`config.mk`:
```
export PLATFORM = sky130hd
export DESIGN_NAME = oai22_pattern_src
export DESIGN_NICKNAME = d
export VERILOG_FILES = /design/src/rtl/oai22_stim_pkg.sv /design/src/rtl/oai22_pattern_src.sv
export SDC_FILE = /design/constraint.sdc
export NUM_CORES = 1
export LEC_CHECK = 0
export CAP_MARGIN = 10
export CORE_MARGIN = 3
export CORE_UTILIZATION = 35
export CTS_CLUSTER_DIAMETER = 80
export CTS_CLUSTER_SIZE = 14
export DETAILED_ROUTE_END_ITERATION = 10
export PLACE_DENSITY_LB_ADDON = 0.2
export SETUP_SLACK_MARGIN = 0.5
export SLEW_MARGIN = 10
export SYNTH_ARGS = -nofsm -noshare
export SYNTH_HDL_FRONTEND = slang
export SYNTH_SLANG_ARGS = --single-unit
```
`constraint.sdc`:
```
create_clock -name CLK -period 3.1 [get_ports CLK]
set_input_delay 0.62 -clock CLK [delete_from_list [all_inputs] [get_ports CLK]]
set_output_delay 0.62 -clock CLK [all_outputs]
set_load 0.01 [all_outputs]
```
`src/rtl/oai22_stim_pkg.sv`:
```
// Shared types and constants for the OAI22X1 stimulus-and-check stage.
// Also holds the golden model of the cell used to score each sampled QN.
package oai22_stim_pkg;

  typedef enum logic [1:0] {
    StIdle,
    StRun,
    StDrain,
    StFin
  } state_e;

  localparam logic [1:0] MODE_COUNT = 2'd0;
  localparam logic [1:0] MODE_GRAY  = 2'd1;
  localparam logic [1:0] MODE_LFSR  = 2'd2;

  // Fibonacci x^4 + x^3 + 1: feedback is vec[3] ^ vec[2], shifted in at bit 0.
  localparam logic [3:0] LFSR_SEED = 4'b0001;
  localparam logic [3:0] LFSR_TAPS = 4'b1100;

  function automatic logic oai22_exp(input logic [3:0] vec);
    return ~((vec[0] | vec[1]) & (vec[2] | vec[3]));
  endfunction

endpackage

```
`src/rtl/oai22_pattern_src.sv`:
```
// Pattern source: index counter plus 4-bit LFSR, muxed by the mode latched on load.
// vec is combinational from the held state; the caller registers it onto the cell pins.
module oai22_pattern_src
  import oai22_stim_pkg::*;
(
  input  logic       CLK,
  input  logic       RST,
  input  logic       load,
  input  logic       adv,
  input  logic [1:0] mode,
  output logic [3:0] vec
);

  logic [1:0] mode_q;
  logic [3:0] idx_q;
  logic [3:0] lfsr_q;

  always_ff @(posedge CLK or posedge RST) begin
    if (RST) begin
      mode_q <= 2'd0;
      idx_q  <= 4'd0;
      lfsr_q <= 4'd0;
    end else if (load) begin
      mode_q <= mode;
      idx_q  <= 4'd0;
      lfsr_q <= LFSR_SEED;
    end else if (adv) begin
      idx_q  <= idx_q + 4'd1;
      lfsr_q <= {lfsr_q[2:0], ^(lfsr_q & LFSR_TAPS)};
    end
  end

  always_comb begin
    vec = idx_q;
    case (mode_q)
      MODE_GRAY: vec = idx_q ^ (idx_q >> 1);
      MODE_LFSR: vec = lfsr_q;
      default:   vec = idx_q;
    endcase
  end

endmodule

```
==> run_results.csv, run 1 <==
group,metric,value,unit
status,outcome,"complete, no violations",
setup_path,arrival,1830,ps
synth,syn_area,552,um^2
finish,area_growth,20.9,%
floorplan,initial_core_util,39.9,%
cts,htree_num_levels,1,
setup_path,cp.required,2480,ps
timing,setup_viol_count_final,0,
finish,n_antenna_cell,0,
setup_path,reg2reg_depth,3,
drt,post_drt_wl_per_cell,12.3,um
drt,firstDrtPassIters,4,
timing,timing_hold_violations_final,0,
setup_path,start_kind,"flop",
drt,vias_per_cell,5.15,
cts,clock_sinks,10,
cts,post_cts_resized,0,
setup_path,worstSetupPathType,"flop to primary output",
power,total_power,0.291,mW
synth,synth.distinct_cells,18,
grt,grt_pass1_wl,1770,um
timing,rsz0062_at_grt,"no",
synth,synth_top_area_share,45.4,%
synth,synthFlopType,"dfrtp_1",
placement,dp_hpwl,751,um
cts,clk_pin_slew,70,ps
synth,ys_seq_area_share,45.4,%
timing,finalHoldWorstSlack,558,ps
timing,period_share,79.1,%
drt,antenna_left,0,
synth,syn_inst,57,
setup_path,worst_path_largest_cell_delay,560,ps
timing,fin_tns_setup,0,ps
hold_path,hp-class,"flop to flop",
grt,grt_pass1_vias,410,
setup_path,crit_slowest_cell,"clkdlybuf4s50_1",
job,max_cap_violations,0,
floorplan,die_h,45.7,um
timing,worst_pin_slew,460,ps
setup_path,worstSetupEndpointType,"primary output",
power,vdd_ir_drop_max,225,uV
cts,clk_path_buf_depth,2,
cts,cts_made_buffers,3,
floorplan,core,1380,um^2
timing,slew_headroom,69.2,%
drt,vias,422,
cts,cts_setup_buffers,0,
floorplan,rows,13,
drt,drt_iter0_markers,9,
finish,fillCellCount,137,
grt,grt_antenna_before_repair,0,
synth,avgSynthCellArea,9.68,um^2
timing,skew,5.37,ps
grt,grt_max_degree,14,
timing,fin_crit,2450,ps
setup_path,cp_max_fo,8,
synth,syn_nets,67,
setup_path,path_cells,"inv_1, ha_1, a21oi_1, o22ai_1, clkdlybuf4s50_1",
timing,fmax,408,MHz
floorplan,die_x,45.7,um
cts,cts_tree,"done",
synth,ys_top_cells_by_area,"dfrtp_1 45%, ha_1 9.1%, mux2i_1 7.3%",
synth,synth_area_leader_cell,"dfrtp_1",
setup_path,crit_path_end,"vec[2]",
synth,synth.most_common_cell,"dfrtp_1",
drt,wl,1010,um
cts,ctsHoldBuffers,0,
finish,drive_gt1_share,7.46,%
floorplan,die_area,2090,um^2
drt,route.detailed.drc,0,
synth,yosysWarnings,0,
cts,clk_latency,260,ps
synth,async_flop_share,100,%
setup_path,worstSetupStartpoint,"mode_q[0]",
power,p_per_area,437,nW/um^2
setup_path,reg2reg_slack,2000,ps
floorplan,boundaryPins,10,
cts,root_buffer,"clkbuf_4",
timing,drv_slew,0,
grt,track_usage,12.0,%
synth,synth_seq_cells,10,
synth,synth_top_cells_by_count,"10 x dfrtp_1, 7 x nor2_1, 6 x inv_1, 6 x o21ai_0, 5 x nand2_1",
setup_path,r2r-start,"idx_q[0]",
placement,numPortBuffers,9,
placement,gp_congestion,0.689,
power,p_leak,0.302,nW
grt,gr-total-overflow,0,
setup_path,timing.rr.end,"idx_q[1]",
synth,synth_edf_count,0,
finish,nNetsFinal,79,
## cells by family (layout without fill, tap and decap cells)
group                      after synthesis  after routing  synth area share [%]
AOI/OAI and AO/OA                       12             12                  12.9
xor gates and xnor gates                 4              4                  6.35
adders and majority gates                4              4                  9.07
buffers and inverters                    8             18                  7.03
DFF                                     10             10                  45.4
muxes                                    4              4                  7.26
and+or+nand+nor                         15             15                  12.0
## critical path: cells and delay by family, from the launching register on
| kind | cells | cell delay, ps |
|---|---|---|
| buf+inv | 2 | 620 |
| fa+ha+maj | 1 | 390 |
| flops | 1 | 360 |
| compound gates | 2 | 220 |
## worst min-delay path by stage
stage | startpoint | slack, ps | cells after the start | end
finish | lfsr_q[1] | 560 | 2 | lfsr_q[1]
global placement | mode_q[1] | 550 | 2 | mode_q[1]
floorplan | RST | 460 | 1 | idx_q[0]
CTS | lfsr_q[1] | 570 | 2 | lfsr_q[1]
global route | mode_q[1] | 600 | 2 | mode_q[1]
detailed placement | lfsr_q[1] | 550 | 2 | lfsr_q[1]
## through the flow
| step | instances | setup WS, ps | util [%] | area, um^2 |
|---|---|---|---|---|
| 6_report | 82 | 649 | 48.2 | 667 |
| 5_1_grt | 82 | 525 | 48.2 | 667 |
| 4_1_cts | 82 | 624 | 48.2 | 667 |
| 3_5_place_dp | 79 | 914 | 46.6 | 644 |
| 3_3_place_gp | 79 | 887 | 46.6 | 644 |
| 2_1_floorplan | 57 | 1420 | - | 552 |
## registers in the layout, summed over array words and instances, names as in the netlist
signal and cells:
idx_q 4, lfsr_q 4, mode_q 2
## per-layer routing
layer | global-route usage, % | vias up | share of wire [%]
li1 | - | 212 | -
met1 | 16.3 | 203 | 49
met2 | 17.5 | 5 | 47
met3 | 2.37 | 2 | 2.7
met4 | 6.82 | 0 | 0.50
met5 | 0 | - | 0
## report_power, final
group / leakage, nW / internal (mW) / switching (mW)
clock: 0.0138 / 0.0447 / 0.0431
sequential: 0.130 / 0.139 / 0.00766
combinational: 0.159 / 0.0283 / 0.0289
## area by class of cell
| type | instances | area (um^2) | share of cell area, % |
|---|---|---|---|
| clock buffers | 3 | 22.5 | 3.38 |
| flip-flops and latches | 10 | 250 | 37.5 |
| well taps | 15 | 18.8 | 2.81 |
| multi-input cells | 39 | 263 | 39.4 |
| inverters | 6 | 22.5 | 3.38 |
| repair buffers | 9 | 90.1 | 13.5 |
## placed cells by master (no fill, tap or decap), drive strengths merged
| cell | netlist | routed |
|---|---|---|
| a31oi | 1 | 1 |
| a21oi | 1 | 1 |
| mux2i | 4 | 4 |
| nor2 | 7 | 7 |
| xnor2 | 4 | 4 |
| dfrtp | 10 | 10 |
| a32oi | 1 | 1 |
| nand2 | 6 | 6 |
| clkdlybuf4s50 | 0 | 9 |
| o22ai | 1 | 1 |
| o21ai | 6 | 6 |
| ha | 4 | 4 |
| clkbuf | 0 | 3 |
| nor3 | 1 | 1 |
| a22oi | 2 | 2 |
| inv | 6 | 6 |
| nand3 | 1 | 1 |
(Power assumes the default switching activity.)
==> run 2: changes to the inputs <==
Clock period 3.1 ns to 2.55 ns, I/O delays scaled along.
==> run_results.csv, run 2 (synthesized netlist as in run 1, its figures left out) <==
group,metric,value,unit
status,outcome,"complete, no violations",
cts,ctsHoldBuffers,0,
floorplan,core,1380,um^2
grt,gr-total-overflow,0,
cts,cts_tree,"done",
finish,final_common_cell,"dfrtp_1",
placement,place_area,644,um^2
timing,fin_crit,2060,ps
cts,root_buffer,"clkbuf_4",
timing,setup_viol_count_final,0,
power,total_power,0.371,mW
setup_path,cp.required,2040,ps
cts,clock_sinks,10,
drt,firstDrtPassIters,2,
timing,rsz0062_at_grt,"yes",
setup_path,reg2reg_slack,1520,ps
placement,numPortBuffers,9,
timing,fmax,485,MHz
drt,vias,422,
placement,dp_hpwl,737,um
finish,nNetsFinal,81,
setup_path,cp_max_fo,3,
cts,cts_made_buffers,3,
setup_path,r2r-start,"idx_q[1]",
power,vdd_ir_drop_max,237,uV
timing,worst_pin_slew,468,ps
drt,drt_iter0_markers,3,
grt,track_usage,12.0,%
placement,gp_congestion,0.687,
drt,wl,1080,um
finish,mostFrequentLayoutCells,"10 x dfrtp_1, 7 x nor2_1, 6 x inv_1",
timing,fin_tns_setup,0,ps
timing,drv_slew,0,
timing,timing_hold_violations_final,0,
finish,drive_gt1_share,17.4,%
floorplan,die_area,2090,um^2
job,max_cap_violations,0,
finish,area_growth,26.8,%
drt,antenna_left,0,
timing,finalHoldWorstSlack,520,ps
timing,skew,2.40,ps
setup_path,worstSetupPathType,"flop to primary output",
drt,vias_per_cell,5.02,
floorplan,boundaryPins,10,
timing,period_share,80.9,%
floorplan,rows,13,
grt,grt_antenna_before_repair,0,
cts,clk_path_buf_depth,2,
drt,route.detailed.drc,0,
setup_path,worstSetupEndpointType,"primary output",
timing,slew_headroom,68.7,%
setup_path,reg2reg_depth,3,
finish,n_antenna_cell,0,
power,p_per_area,531,nW/um^2
setup_path,start_kind,"flop",
grt,grt_max_degree,14,
setup_path,arrival,1550,ps
cts,clk_pin_slew,70,ps
power,p_leak,0.320,nW
cts,htree_num_levels,1,
cts,clk_latency,270,ps
floorplan,initial_core_util,39.9,%
grt,grt_pass1_vias,405,
drt,post_drt_wl_per_cell,12.8,um
setup_path,timing.rr.end,"idx_q[1]",
floorplan,die_h,45.7,um
finish,reg_top3,"idx_q x4, lfsr_q x4, mode_q x2",
floorplan,die_x,45.7,um
finish,fin_area,699,um^2
grt,grt_pass1_wl,1750,um
hold_path,hp-class,"input pin to async pin",
[run 2: cell count changes in the layout (fill, tap and decap cells not counted), sizes merged]
| cell | before | now |
|---|---|---|
| clkdlybuf4s50 | 9 | 5 |
| buf | 0 | 2 |
| clkbuf | 3 | 5 |
| clkdlybuf4s15 | 0 | 1 |
| dlygate4sd2 | 0 | 1 |
[run 2: where the power goes]
| group | leakage, nW | switching, mW | total [mW] | internal, mW |
|---|---|---|---|---|
| clock | 0.0138 | 0.0577 | 0.112 | 0.0547 |
| combinational | 0.177 | 0.0407 | 0.0814 | 0.0407 |
| sequential | 0.130 | 0.00893 | 0.177 | 0.168 |
[run 2: repair_timing]
| action | in CTS | in global routing |
|---|---|---|
| setup endpoints to repair | 4 | 4 |
| buffers inserted | 1 | 1 |
| resized for setup | 6 | 9 |
| pin swaps | 0 | 1 |
[run 2: layout make-up]
cell class / instances / area, um^2
Inverter: 6 / 22.5
Sequential cell: 10 / 250
Clock buffer: 3 / 22.5
Fill cell: 121 / 683
Multi-Input combinational cell: 39 / 292
Timing Repair Buffer: 11 / 93.8
Tap cell: 15 / 18.8
[run 2: how the worst max path moves through the flow]
stage	start	endpoint	slack, ps
after floorplan	idx_q[0]	vec[0]	980
after global placement	mode_q[0]	vec[2]	460
after detailed placement	mode_q[0]	vec[2]	470
after CTS	mode_q[0]	vec[2]	490
after global routing	idx_q[1]	vec[1]	450
final	idx_q[1]	vec[1]	490
[run 2: critical path, stage by stage (launching register included)]
cell	delay, ps
dfrtp_1	400
ha_1	310
a22oi_1	180
o21ai_0	100
dlygate4sd2_1	290
[run 2: stage by stage]
stage          utilization, %  setup slack, ps  cells
2_1_floorplan               -              981     57
3_3_place_gp             46.6              455     79
3_5_place_dp             46.6              474     79
4_1_cts                  48.7              487     83
5_1_grt                  50.6              449     84
6_report                 50.6              487     84
[run 2: routing by layer]
| layer | vias up | track usage, % | share of wire, % |
|---|---|---|---|
| met1 | 194 | 15.9 | 50 |
| met2 | 6 | 17.3 | 45 |
| met4 | 0 | 8.52 | 2.8 |
| li1 | 217 | - | - |
| met5 | - | 0 | 0 |
| met3 | 5 | 2.37 | 2.6 |
==> run 3: changes to the inputs <==
Clock period 2.55 ns to 2 ns, I/O delays scaled along.
==> run_results.csv, run 3 (synthesized netlist as in run 1, its figures left out) <==
group,metric,value,unit
timing,period_share,89.5,%
cts,htree_num_levels,1,
finish,mostFrequentLayoutCells,"10 x dfrtp_1, 7 x nor2_1, 5 x nand2_1, 5 x clkdlybuf4s50_1",
finish,drive_gt1_share,29.6,%
timing,worst_pin_slew,458,ps
setup_path,start_kind,"flop",
finish,ff_latch_area,250,um^2
setup_path,arrival,1390,ps
setup_path,worstSetupPathType,"flop to primary output",
power,comb_power_share,21.4,%
drt,vias,418,
floorplan,die_area,2090,um^2
job,max_cap_violations,0,
finish,n_antenna_cell,0,
power,clkPwrFrac,34.4,%
finish,final_common_cell,"dfrtp_1",
grt,gr-total-overflow,0,
drt,wl_met1,483,um
status,outcome,"complete, no violations",
cts,clk_latency,260,ps
setup_path,path_cells,"inv_2, ha_4, a21oi_2, o22ai_1, buf_2",
finish,fillCellCount,125,
finish,multiInputGateArea,317,um^2
floorplan,initial_core_util,39.9,%
timing,skew,3.02,ps
power,p_int,0.383,mW
power,vdd_ir_drop_max,323,uV
drt,met2WireLength,559,um
timing,fmax,559,MHz
finish,reg_top3,"idx_q x4, lfsr_q x4, mode_q x2",
cts,clk_pin_slew,70,ps
timing,setup_viol_count_final,0,
floorplan,core,1380,um^2
grt,grt_pass1_wl,1860,um
floorplan,die_x,45.7,um
setup_path,worst_path_largest_cell_delay,420,ps
timing,timing_hold_violations_final,0,
setup_path,cp.required,1600,ps
drt,wl,1090,um
setup_path,reg2reg_depth,4,
cts,clk_path_buf_depth,2,
power,p_leak,0.331,nW
finish,area_growth,33.6,%
cts,clock_sinks,10,
drt,drt_iter0_markers,1,
setup_path,crit_slowest_cell,"dfrtp_1",
drt,vias_per_cell,4.86,
cts,cts_made_buffers,3,
setup_path,r2r-start,"idx_q[1]",
grt,grt_antenna_before_repair,0,
power,p_per_area,705,nW/um^2
floorplan,rows,13,
drt,routed.top_layer,"met3",
floorplan,die_h,45.7,um
grt,grt_pass1_vias,415,
timing,drv_slew,0,
setup_path,worstSetupStartpoint,"mode_q[0]",
power,power.share.sequential,44.2,%
timing,setup_ws,210,ps
drt,dr_wl_met3,44,um
drt,firstDrtPassIters,2,
placement,dp_hpwl,756,um
timing,fin_tns_setup,0,ps
timing,rsz0062_at_grt,"yes",
drt,antenna_left,0,
hold_path,hp-class,"input pin to async pin",
placement,gp_congestion,0.733,
floorplan,boundaryPins,10,
grt,track_usage,12.9,%
finish,nNetsFinal,82,
timing,fin_crit,1790,ps
cts,cts_tree,"done",
timing,slew_headroom,69.4,%
setup_path,cp_max_fo,8,
setup_path,worstSetupEndpointType,"primary output",
grt,grt_max_degree,14,
placement,numPortBuffers,9,
cts,root_buffer,"clkbuf_4",
drt,route.detailed.drc,0,
placement,dp_slack,22.6,ps
drt,post_drt_wl_per_cell,12.6,um
power,p_sw_share,26.3,%
power,power.switching,0.137,mW
-- run 3: cell type report --
type | instances | share of cell area [%]
Tap cell | 15 | 2.55
Sequential cell | 10 | 34.0
Clock buffer | 4 | 4.92
Timing Repair Buffer | 12 | 12.6
Inverter | 6 | 3.06
Multi-Input combinational cell | 39 | 43.0
-- run 3: path summary, 6_finish.rpt --
kind	end	slack, ps
worst max-delay path	vec[2]	210
worst min-delay path	mode_q[1]	410
worst max register to register	idx_q[3]	990
worst min register to register	lfsr_q[1]	580
max in group asynchronous	mode_q[0]	1320
min in group CLK	lfsr_q[1]	580
-- run 3: power by group through the flow --
| stage | clock [mW] | sequential [mW] | combinational, mW |
|---|---|---|---|
| after floorplan | 0 | 0.227 | 0.0586 |
| after global placement | 0 | 0.229 | 0.0938 |
| after detailed placement | 0 | 0.229 | 0.0946 |
| after CTS | 0.188 | 0.228 | 0.104 |
| after global routing | 0.196 | 0.232 | 0.126 |
| final | 0.179 | 0.230 | 0.111 |
-- run 3: per-stage QoR --
stage / instance area (um^2) / utilization [%] / cells / hold WS [ps] / total power [mW]
after CTS: 706 / 51.0 / 85 / 413 / 0.519
final: 737 / 53.3 / 86 / 406 / 0.520
after detailed placement: 652 / 47.1 / 80 / 565 / 0.324
after global routing: 737 / 53.3 / 86 / 432 / 0.554
after floorplan: 552 / - / 57 / 240 / 0.286
after global placement: 652 / 47.1 / 80 / 544 / 0.322
-- run 3: repair_timing --
item | CTS | global route
hold buffers | 0 | 0
resized for setup | 24 | 4
pin swaps | 5 | 0
endpoints found under the setup margin | 4 | 4
setup buffers | 1 | 1
-- run 3: worst max-delay path, delay by kind of cell, from the launching register on --
kind                       cells  cell delay, ps
adders and majority gates      1             310
DFF                            1             420
AOI/OAI and AO/OA              2             180
buffers and inverters          2             220
-- run 3: routing by layer --
metal / GRT usage, % / vias up
li1: - / 218
met2: 20.3 / 7
met5: 0 / -
met3: 5.93 / 0
met4: 1.70 / 0
met1: 16.6 / 193
